==> config.mk <==
export PLATFORM = sky130hd
export DESIGN_NAME = ps2_scancode_decoder
export DESIGN_NICKNAME = d
export VERILOG_FILES = /design/src/rtl/ps2_pkg.sv /design/src/rtl/ps2_event_fifo.sv /design/src/rtl/ps2_scancode_decoder.sv
export SDC_FILE = /design/constraint.sdc
export NUM_CORES = 1
export LEC_CHECK = 0
export BUFFER_PORTS_ARGS = -buffer_cell sky130_fd_sc_hd__buf_2
export CORE_ASPECT_RATIO = 0.8
export CORE_MARGIN = 1.5
export CORE_UTILIZATION = 40
export DETAILED_ROUTE_END_ITERATION = 7
export RECOVER_POWER = 25
export SYNTH_ARGS = -nofsm -noshare
export SYNTH_HDL_FRONTEND = slang
export SYNTH_SLANG_ARGS = --single-unit
==> constraint.sdc <==
create_clock -name CLOCK_50 -period 5.07 [get_ports CLOCK_50]
set_input_delay 0 -clock CLOCK_50 [delete_from_list [all_inputs] [get_ports CLOCK_50]]
set_output_delay 0 -clock CLOCK_50 [all_outputs]
set_load 0.03 [all_outputs]
==> src/rtl/ps2_pkg.sv <==
// Shared constants, types and helpers for the PS/2 set-2 scan-code decoder.
package ps2_pkg;

    localparam logic [7:0] PREFIX_E0 = 8'hE0;
    localparam logic [7:0] PREFIX_F0 = 8'hF0;

    // Keyboard status/ack bytes and the E1 (Pause) prefix are never turned into events.
    localparam logic [7:0] DISCARD_BAT_OK  = 8'hAA;
    localparam logic [7:0] DISCARD_ECHO    = 8'hEE;
    localparam logic [7:0] DISCARD_ACK     = 8'hFA;
    localparam logic [7:0] DISCARD_RESEND  = 8'hFE;
    localparam logic [7:0] DISCARD_ERR_LO  = 8'h00;
    localparam logic [7:0] DISCARD_ERR_HI  = 8'hFF;
    localparam logic [7:0] DISCARD_E1      = 8'hE1;

    localparam logic [7:0] LOCK_CODE_CAPS   = 8'h58;
    localparam logic [7:0] LOCK_CODE_NUM    = 8'h77;
    localparam logic [7:0] LOCK_CODE_SCROLL = 8'h7E;

    localparam int LOCK_BIT_SCROLL = 0;
    localparam int LOCK_BIT_NUM    = 1;
    localparam int LOCK_BIT_CAPS   = 2;

    localparam int FIFO_DEPTH = 4;
    localparam int EV_W       = 10;

    typedef enum logic [1:0] {
        ST_IDLE = 2'd0,
        ST_E0   = 2'd1,
        ST_F0   = 2'd2,
        ST_E0F0 = 2'd3
    } ps2_state_t;

    typedef struct packed {
        logic       ext;
        logic       brk;
        logic [7:0] code;
    } ps2_event_t;

    function automatic logic is_discard(input logic [7:0] code);
        return (code == DISCARD_BAT_OK) || (code == DISCARD_ECHO) ||
               (code == DISCARD_ACK)    || (code == DISCARD_RESEND) ||
               (code == DISCARD_ERR_LO) || (code == DISCARD_ERR_HI) ||
               (code == DISCARD_E1);
    endfunction

    function automatic logic is_prefix(input logic [7:0] code);
        return (code == PREFIX_E0) || (code == PREFIX_F0);
    endfunction

    // One-hot mask in ps2_lock_control bit order; zero for non-lock keys.
    function automatic logic [2:0] lock_mask(input logic [7:0] code);
        logic [2:0] m;
        m = 3'b000;
        if (code == LOCK_CODE_SCROLL) m[LOCK_BIT_SCROLL] = 1'b1;
        if (code == LOCK_CODE_NUM)    m[LOCK_BIT_NUM]    = 1'b1;
        if (code == LOCK_CODE_CAPS)   m[LOCK_BIT_CAPS]   = 1'b1;
        return m;
    endfunction

endpackage

==> src/rtl/ps2_event_fifo.sv <==
// Small event FIFO: push with full flag, valid/ready pop, head shown combinationally.
module ps2_event_fifo
    import ps2_pkg::*;
#(
    parameter int DEPTH = FIFO_DEPTH,
    parameter int WIDTH = EV_W
) (
    input  logic             clk_i,
    input  logic             rst_n_i,
    input  logic             push_i,
    input  logic [WIDTH-1:0] push_data_i,
    output logic             full_o,
    output logic             valid_o,
    input  logic             ready_i,
    output logic [WIDTH-1:0] data_o
);

    localparam int PW = $clog2(DEPTH);
    localparam int CW = $clog2(DEPTH + 1);

    logic [WIDTH-1:0] mem_q [DEPTH];
    logic [PW-1:0]    wr_ptr_q, wr_ptr_d;
    logic [PW-1:0]    rd_ptr_q, rd_ptr_d;
    logic [CW-1:0]    count_q, count_d;
    logic             do_push, do_pop;

    assign valid_o = (count_q != '0);
    assign full_o  = (count_q == CW'(DEPTH));
    assign data_o  = mem_q[rd_ptr_q];

    // A push into a full FIFO is accepted only if the head leaves in the same cycle.
    assign do_pop  = valid_o && ready_i;
    assign do_push = push_i && (!full_o || do_pop);

    // Pointer and occupancy update; pointers wrap naturally at the power-of-two depth.
    always_comb begin
        wr_ptr_d = wr_ptr_q;
        rd_ptr_d = rd_ptr_q;
        count_d  = count_q;
        if (do_push) wr_ptr_d = wr_ptr_q + PW'(1);
        if (do_pop)  rd_ptr_d = rd_ptr_q + PW'(1);
        if (do_push && !do_pop)      count_d = count_q + CW'(1);
        else if (do_pop && !do_push) count_d = count_q - CW'(1);
    end

    // Pointer/count registers.
    always_ff @(posedge clk_i or negedge rst_n_i) begin
        if (!rst_n_i) begin
            wr_ptr_q <= '0;
            rd_ptr_q <= '0;
            count_q  <= '0;
        end else begin
            wr_ptr_q <= wr_ptr_d;
            rd_ptr_q <= rd_ptr_d;
            count_q  <= count_d;
        end
    end

    // Storage; contents need no reset because the head is only meaningful while valid.
    always_ff @(posedge clk_i) begin
        if (do_push) mem_q[wr_ptr_q] <= push_data_i;
    end

endmodule

==> src/rtl/ps2_scancode_decoder.sv <==
// PS/2 set-2 scan-code decoder: prefix FSM, lock-LED tracking and a small event queue.
//
//  state   | meaning
//  --------+-----------------------------------------------
//  IDLE    | no prefix pending
//  E0      | extended prefix seen
//  F0      | break prefix seen
//  E0F0    | extended break prefix seen
module ps2_scancode_decoder
    import ps2_pkg::*;
(
    input  logic       CLOCK_50,
    input  logic       Resetn,
    input  logic       key_action,
    input  logic [7:0] scan_code,
    output logic [2:0] ps2_lock_control,
    output logic       ev_valid,
    input  logic       ev_ready,
    output logic [7:0] ev_code,
    output logic       ev_ext,
    output logic       ev_break,
    output logic       overflow
);

    logic       key_action_q;
    logic       strobe;
    ps2_state_t state_q, state_d;
    logic       emit, emit_ext, emit_brk;
    logic [2:0] locks_q, locks_d;
    logic [2:0] held_q, held_d;
    logic [2:0] mask;
    logic       overflow_q, overflow_d;
    logic       fifo_full;
    logic       fifo_valid;
    ps2_event_t push_ev;
    ps2_event_t head_ev;

    assign strobe = key_action && !key_action_q;

    // Prefix FSM: next state and event emission, only on a byte strobe.
    always_comb begin
        state_d  = state_q;
        emit     = 1'b0;
        emit_ext = 1'b0;
        emit_brk = 1'b0;
        if (strobe) begin
            case (state_q)
                ST_IDLE: begin
                    if (scan_code == PREFIX_E0)      state_d = ST_E0;
                    else if (scan_code == PREFIX_F0) state_d = ST_F0;
                    else if (!is_discard(scan_code)) emit    = 1'b1;
                end
                ST_E0: begin
                    if (scan_code == PREFIX_F0) begin
                        state_d = ST_E0F0;
                    end else if (scan_code != PREFIX_E0) begin
                        state_d  = ST_IDLE;
                        emit     = 1'b1;
                        emit_ext = 1'b1;
                    end
                end
                ST_F0: begin
                    state_d  = ST_IDLE;
                    emit     = !is_prefix(scan_code);
                    emit_brk = 1'b1;
                end
                ST_E0F0: begin
                    state_d  = ST_IDLE;
                    emit     = !is_prefix(scan_code);
                    emit_ext = 1'b1;
                    emit_brk = 1'b1;
                end
                default: state_d = ST_IDLE;
            endcase
        end
    end

    // Lock tracking: first non-extended make toggles, auto-repeat is ignored until the break.
    always_comb begin
        locks_d = locks_q;
        held_d  = held_q;
        mask    = lock_mask(scan_code);
        if (emit && !emit_ext) begin
            if (!emit_brk) begin
                locks_d = locks_q ^ (mask & ~held_q);
                held_d  = held_q | mask;
            end else begin
                held_d  = held_q & ~mask;
            end
        end
    end

    // Overflow is sticky once any event is lost to a full queue.
    always_comb begin
        overflow_d = overflow_q;
        if (emit && fifo_full && !(fifo_valid && ev_ready)) overflow_d = 1'b1;
    end

    // Decoder state registers.
    always_ff @(posedge CLOCK_50 or negedge Resetn) begin
        if (!Resetn) begin
            key_action_q <= 1'b0;
            state_q      <= ST_IDLE;
            locks_q      <= 3'b000;
            held_q       <= 3'b000;
            overflow_q   <= 1'b0;
        end else begin
            key_action_q <= key_action;
            state_q      <= state_d;
            locks_q      <= locks_d;
            held_q       <= held_d;
            overflow_q   <= overflow_d;
        end
    end

    assign push_ev.ext  = emit_ext;
    assign push_ev.brk  = emit_brk;
    assign push_ev.code = scan_code;

    ps2_event_fifo #(
        .DEPTH (FIFO_DEPTH),
        .WIDTH (EV_W)
    ) u_fifo (
        .clk_i       (CLOCK_50),
        .rst_n_i     (Resetn),
        .push_i      (emit),
        .push_data_i (push_ev),
        .full_o      (fifo_full),
        .valid_o     (fifo_valid),
        .ready_i     (ev_ready),
        .data_o      (head_ev)
    );

    // Head fields are forced to zero when empty so they read 0 throughout reset.
    assign ev_valid         = fifo_valid;
    assign ev_code          = fifo_valid ? head_ev.code : 8'h00;
    assign ev_ext           = fifo_valid ? head_ev.ext  : 1'b0;
    assign ev_break         = fifo_valid ? head_ev.brk  : 1'b0;
    assign ps2_lock_control = locks_q;
    assign overflow         = overflow_q;

endmodule

==> results.md, run 1 <==
- Status: finished clean
- Chip Width: 91.6 um
- CP endpoint kind: flop
- Chip height: 73.9 um
- PortBufs: 26
- P per Cell Area: 536 nW/um2
- # IOs: 27
- Worst r2r dst: u_fifo.count_q[2]
- 1st-pass router iterations: 4
- Setup_tns: 0 ns
- Worst-Skew Late Latency: 0.33 ns
- Highest Clock Rate: 0.341 GHz
- Reg clk slew, reported paths: about 0.060 ns
- Hold Path Class: in2async
- Area grow syn2layout: 21.7%
- H-tree depth: 3
- Hpwl dp: 3060 um
- CTS Root Cell: clkbuf_8
- GP Congestion: 0.880
- Cells after Synth: 159
- Clk buf depth: 2
- Mapped Area: 2510 um2
- # hold bufs at CTS: 11
- Diode count: 0
- Gr usage total: 0.161
- Launch point of the worst reg-to-reg path: state_q[1]
- Avg WL per Cell: 15.9 um
- Antenna-violating nets left: 0
- # clock sinks: 57
- FF-to-FF setup slack: 2.27 ns
- Register area share after synthesis: 0.648
- Slew margin rel.: 0.385
- Worst vdd ir: 0.221 mV
- Warning count from the yosys run: 0
- Leak: 1.14 nW
- Worst-margin pin slew: 0.923 ns
- Floorplan row count: 25
- CTS tree: built
- #FFs+latches synth: 57
- Max-cap violations: 0
- Iteration-0 DRC Markers: 85
- Avg Vias per Cell: 4.99
- CP max stage delay: 0.54 ns
- Cts bufs inserted: 9
- RSZ-0062 raised after global routing: false
- Clock Skews: just under 0.007 ns
- CP max FO: 10
- Crit-path cells: dlygate4sd3_1 > clkbuf_1 > or3_1 > nor3_1 > nor4_2 > and3_1 > ha_1 > inv_1 > fa_1 > xor2_1 > nor2_1 > xor2_1
- Die area: roughly 6800 um2
- Fin. max-slew vios: 0
- Req. time, crit path: 5.32 ns
- Most common cell after layout, fill and taps aside: edfxtp_1
- Initial core utilization: 0.420
- Cells on worst reg2reg path: 10
- Fin crit period: 2.93 ns
- First-pass GRT wire length: 7850 um
- Post-Synthesis Mean Instance Area: approximately 16 um2
- Final hold vios: 0
- Crit path to: u_fifo.count_q[2]
- Remaining Overflow, GRT: 0
- Vias in the first global route: 1511
- Count of cell types in the netlist: 39
- Largest net degree at the start of global routing: 18
- Final cycle utilization of the critical path: 0.578
- Crit-path most repeated cell: xor2_1
- Layout cells sized above 1: 0.236
- Cts repair resizes: 0
- Crit-path slowest cell: nor4_2
- Routed via count: 1443
- Most frequent cells in the layout: 40 x edfxtp_1, 19 x buf_2, 17 x dfrtp_1
- DRC viols: 0
- Critical Path AT: 3.18 ns
- WL final: approximately 4600 um
- Kind of critical path: in2reg
- Syn nets: 177
- Number of fill cells: between 500 and 600
- Pwr Total: approximately 1.6 mW
- Core area: 5970 um2
- Crit path launch type: input port
- Initial antenna violation count: 0
- Final net count: 221
- Post-CTS Setup Repair Bufs: 0
- Setup-failing EPs final: 0
- Crit path from: scan_code[1]
==> cell families (layout without fill, tap and decap cells) <==
logic type	after synthesis	count (layout)	share of synthesized area
flip-flops	57	57	0.648
AND/OR/NAND/NOR	53	53	0.125
multiplexers	12	12	0.100
AO/OA/AOI/OAI	11	11	0.0409
XOR/XNOR	10	10	0.0349
buffers and inverters	10	59	0.0179
adder cells (fa/ha/maj)	6	6	0.0329
==> power by group <==
| group | switching (mW) | total, mW | internal, mW |
|---|---|---|---|
| combinational | 0.273 | 0.489 | 0.216 |
| clock | 0.171 | 0.495 | 0.324 |
| sequential | 0.0802 | 0.653 | 0.573 |
| total | 0.524 | 1.64 | 1.11 |
==> final cells by class <==
cell class	count	area, um2	area share
sequential	57	1630	0.533
multi-input combinational	92	838	0.274
timing repair buffer	37	231	0.0758
clock buffer	10	128	0.0418
clock inverter	6	106	0.0348
tap	81	101	0.0332
inverter	6	22.5	0.00737
==> worst min path at each step <==
stage          startpoint                          to  cells after the start
2_1_floorplan      Resetn  asynchronous set/reset pin                      0
3_3_place_gp       Resetn          u_fifo.rd_ptr_q[0]                      1
3_5_place_dp       Resetn          u_fifo.rd_ptr_q[0]                      1
4_1_cts            Resetn          u_fifo.rd_ptr_q[1]                      2
5_1_grt        key_action                key_action_q                      2
6_report           Resetn          u_fifo.rd_ptr_q[0]                      2
==> state kept, by name (all words and copies together), names as in the netlist, named ones only <==
name and flops:
key_action_q 1, overflow 1, ps2_lock_control 3, state_q 2, u_fifo.count_q 3, u_fifo.mem_q 40, u_fifo.rd_ptr_q 2, u_fifo.wr_ptr_q 2
==> synth_stat cells <==
cell type  instances  area [um2]
clkbuf_1           2        7.51
mux2_4             1        15.0
o21a_1             1        7.51
or4_4              1        11.3
or4_1              1        7.51
or3_1              2        12.5
nor3b_1            2        15.0
nand2_1            7        26.3
fa_1               1        20.0
nand3b_1           1        7.51
nor2_1             5        18.8
nor4_1             3        18.8
and2_1            14        87.6
or2_1              1        6.26
nand4_1            1        6.26
or4b_2             1        10.0
buf_1              1        3.75
o41ai_1            1        8.76
nor3_1             3        15.0
o21bai_1           1        7.51
o22ai_1            1        6.26
nand2b_1           2        12.5
nor4_2             1        12.5
nor2b_1            1        6.26
inv_1              6        22.5
mux4_2            10         225
mux2_2             1        11.3
a41oi_1            3        26.3
buf_6              1        11.3
and3_1             1        6.26
a2111oi_4          1        27.5
nand3_1            5        25.0
nand4b_1           1        8.76
dfrtp_1           17         425
edfxtp_1          40        1200
xor2_1             6        52.6
xnor2_1            4        35.0
a31oi_1            3        18.8
ha_1               5        62.6
==> through the flow <==
| stage | util | worst slack, ns | hold WS, ns | cell area (um2) | cells |
|---|---|---|---|---|---|
| floorplan | - | 2.58 | -0.296 | 2510 | 159 |
| global placement | 0.455 | 2.40 | -0.0668 | 2720 | 262 |
| detailed placement | 0.455 | 2.26 | -0.0488 | 2720 | 262 |
| CTS | 0.513 | 2.24 | 0.127 | 3060 | 289 |
| global route | 0.511 | 1.81 | 0.373 | 3050 | 289 |
| finish | 0.511 | 2.14 | 0.319 | 3050 | 289 |
==> per-layer routing <==
layer	vias up	track usage	wire (um)
li1	693	-	-
met4	0	0.0417	48
met1	707	0.208	2190
met3	6	0.0621	256
met5	-	0	0
met2	37	0.259	2110
==> worst max-delay path: cells and delay by family <==
family                     cells  cell delay, ns
adders and majority gates      2            0.60
buffers and inverters          3            0.91
xor gates and xnor gates       2            0.31
and+or+nand+nor                5            1.37
(Power assumes the default switching activity.)
==> run 2: changes to the inputs <==
Clock period 5.07 ns to 2.4 ns, I/O delays scaled along.
==> run 2 against run 1 <==
Net effect:
- combinational power grew 140%
- largest power group unchanged
- highest routed layer unchanged
- core utilization grew 1.2 points
- worst hold slack worse by 0.19 ns
- count of clock-buffer cells in the layout is 1 lower
- clock skew hardly changed
==> results.md, run 2 (same netlist as run 1, synthesis figures left out) <==
- Placed Area: 2870 um2
- Crit path launch type: input port
- First-pass GRT wire length: about 8200 um
- Final instance area: roughly 3100 um2
- CP endpoint kind: flop
- Worst-margin pin slew: just under 1 ns
- Reg power frac: 0.401
- Fin util: 0.524
- Hpwl dp: 3550 um
- Area occupied by multi-input gates: slightly below 900 um2
- Remaining Overflow, GRT: 0
- Status: finished clean
- Most frequent cells in the layout: 40 x edfxtp_1, 18 x buf_2, 17 x dfrtp_1
- Setup_tns: 0 ns
- Clock power frac: 0.248
- Chip Width: 91.6 um
- Sw Pwr: 1.14 mW
- Highest Clock Rate: 0.428 GHz
- Req. time, crit path: around 2.6 ns
- Gr usage total: 0.172
- DRC viols: 0
- P_int: between 2 and 2.5 mW
- Number of fill cells: 521
- Crit path from: scan_code[7]
- Leak: 1.18 nW
- # IOs: 27
- Kind of critical path: in2reg
- Worst-Skew Late Latency: 0.33 ns
- Crit-path slowest cell: dlygate4sd3_1
- CP max stage delay: 0.56 ns
- CTS tree: built
- Die area: between 6000 and 7000 um2
- GP Congestion: 0.877
- Max-cap violations: 0
- Cts bufs inserted: 9
- Slew margin rel.: 0.342
- Switching Fraction: 0.342
- Pre-CTS WS: 0.0319 ns
- Final hold vios: 0
- RSZ-0062 raised after global routing: false
- Post-route setup slack: between 0.06 and 0.07 ns
- Final net count: roughly 230
- Non-filler cells, final: 300
- Hold Path Class: in2reg
- Vias in the first global route: 1570
- WL final: 5170 um
- Clk buf depth: 2
- Reg clk slew, reported paths: 0.06 ns
- Initial core utilization: 0.420
- Largest register FFs: 40
- FF-to-FF setup slack: 0.11 ns
- Most common cell after layout, fill and taps aside: edfxtp_1
- Crit-path cells: dlygate4sd3_1 > buf_6 > or4_4 > o22ai_2 > nand3b_1 > and3_4 > ha_2 > inv_1 > fa_1 > mux2_2
- Area grow syn2layout: 24.6%
- H-tree depth: 3
- Top reg by flops: u_fifo.mem_q
- Clock Skews: 0.00673 ns
- Iteration-0 DRC Markers: 93
- # clock sinks: 57
- Chip height: 73.9 um
- Worst vdd ir: 0.403 mV
- Avg WL per Cell: 17.2 um
- Layout cells sized above 1: 0.320
- Fin. max-slew vios: 0
- Hold slack: 0.125 ns
- P per Cell Area: 1060 nW/um2
- Avg Vias per Cell: 5.35
- Final cycle utilization of the critical path: 0.975
- Worst r2r dst: u_fifo.count_q[1]
- Crit path to: u_fifo.count_q[1]
- Routed via count: 1605
- FF/Latch Area: 1630 um2
- PortBufs: 26
- CTS Root Cell: clkbuf_8
- Gate power share: 0.351
- Core area: between 5000 and 6000 um2
- Setup-failing EPs final: 0
- 1st-pass router iterations: 4
- Antenna-violating nets left: 0
- Floorplan row count: 25
- Critical Path AT: 2.55 ns
- Cells on worst reg2reg path: 8
- Post-Place Cells: 277
- Diode count: 0
- Largest net degree at the start of global routing: 18
- Launch point of the worst reg-to-reg path: state_q[0]
- Pwr Total: roughly 3.3 mW
- Fin crit period: 2.34 ns
- CP max FO: 9
- Initial antenna violation count: 0
==> run 2: changes by cell type in the layout (fill, tap and decap cells not counted), moves of 2 or more <==
cell           delta
nand2b_2          +2
nand2b_1          -2
clkbuf_1          +3
clkinv_2          +2
bufinv_16         -2
dlygate4sd3_1     -4
buf_4            +12
nor4_4            +2
==> run 2: area by class of cell <==
type | instances | share of cell area
multi-input combinational | 92 | 0.285
tap | 81 | 0.0324
clock inverter | 6 | 0.0192
clock buffer | 9 | 0.0396
inverter | 6 | 0.00720
sequential | 57 | 0.520
timing repair buffer | 49 | 0.0968
==> run 2: routing by layer <==
metal  GRT usage  vias to the layer above  share of wire
met2       0.284                       43           0.49
li1            -                      720              -
met5           0                        -              0
met3      0.0673                        4          0.055
met4      0.0521                        0         0.0073
met1       0.209                      838           0.45
==> run 2: worst min path at each step <==
stage / to / start / cells past startpoint / slack (ns)
2_1_floorplan: asynchronous set/reset pin / Resetn / 0 / -0.30
3_3_place_gp: u_fifo.wr_ptr_q[1] / Resetn / 1 / -0.06
3_5_place_dp: u_fifo.wr_ptr_q[0] / Resetn / 1 / -0.05
4_1_cts: u_fifo.mem_q[2][4] / scan_code[4] / 1 / 0.01
5_1_grt: u_fifo.mem_q[2][4] / scan_code[4] / 1 / 0.16
6_report: state_q[1] / scan_code[4] / 3 / 0.12
==> run 2: power groups by stage <==
stage | Combinational (mW) | Clock [mW] | Sequential (mW)
2_1_floorplan | 0.842 | 0 | 1.32
3_3_place_gp | 1.13 | 0 | 1.33
3_5_place_dp | 1.17 | 0 | 1.35
4_1_cts | 1.19 | 0.846 | 1.33
5_1_grt | 1.27 | 0.894 | 1.35
6_report | 1.17 | 0.823 | 1.33
==> run 2: critical path, delay by kind of cell <==
family                   cells  cell delay [ns]
multiplexers                 1             0.27
AO/OA/AOI/OAI                1             0.15
AND/OR/NAND/NOR              3             0.76
buffers and inverters        3             0.78
adder cells (fa/ha/maj)      2             0.60
==> run 2: repair_timing <==
action	4_1_cts	5_1_grt
endpoints found under the setup margin	0	2
setup buffers	0	1
endpoints found under the hold margin	32	0
hold buffers	7	0
resized for setup	0	8
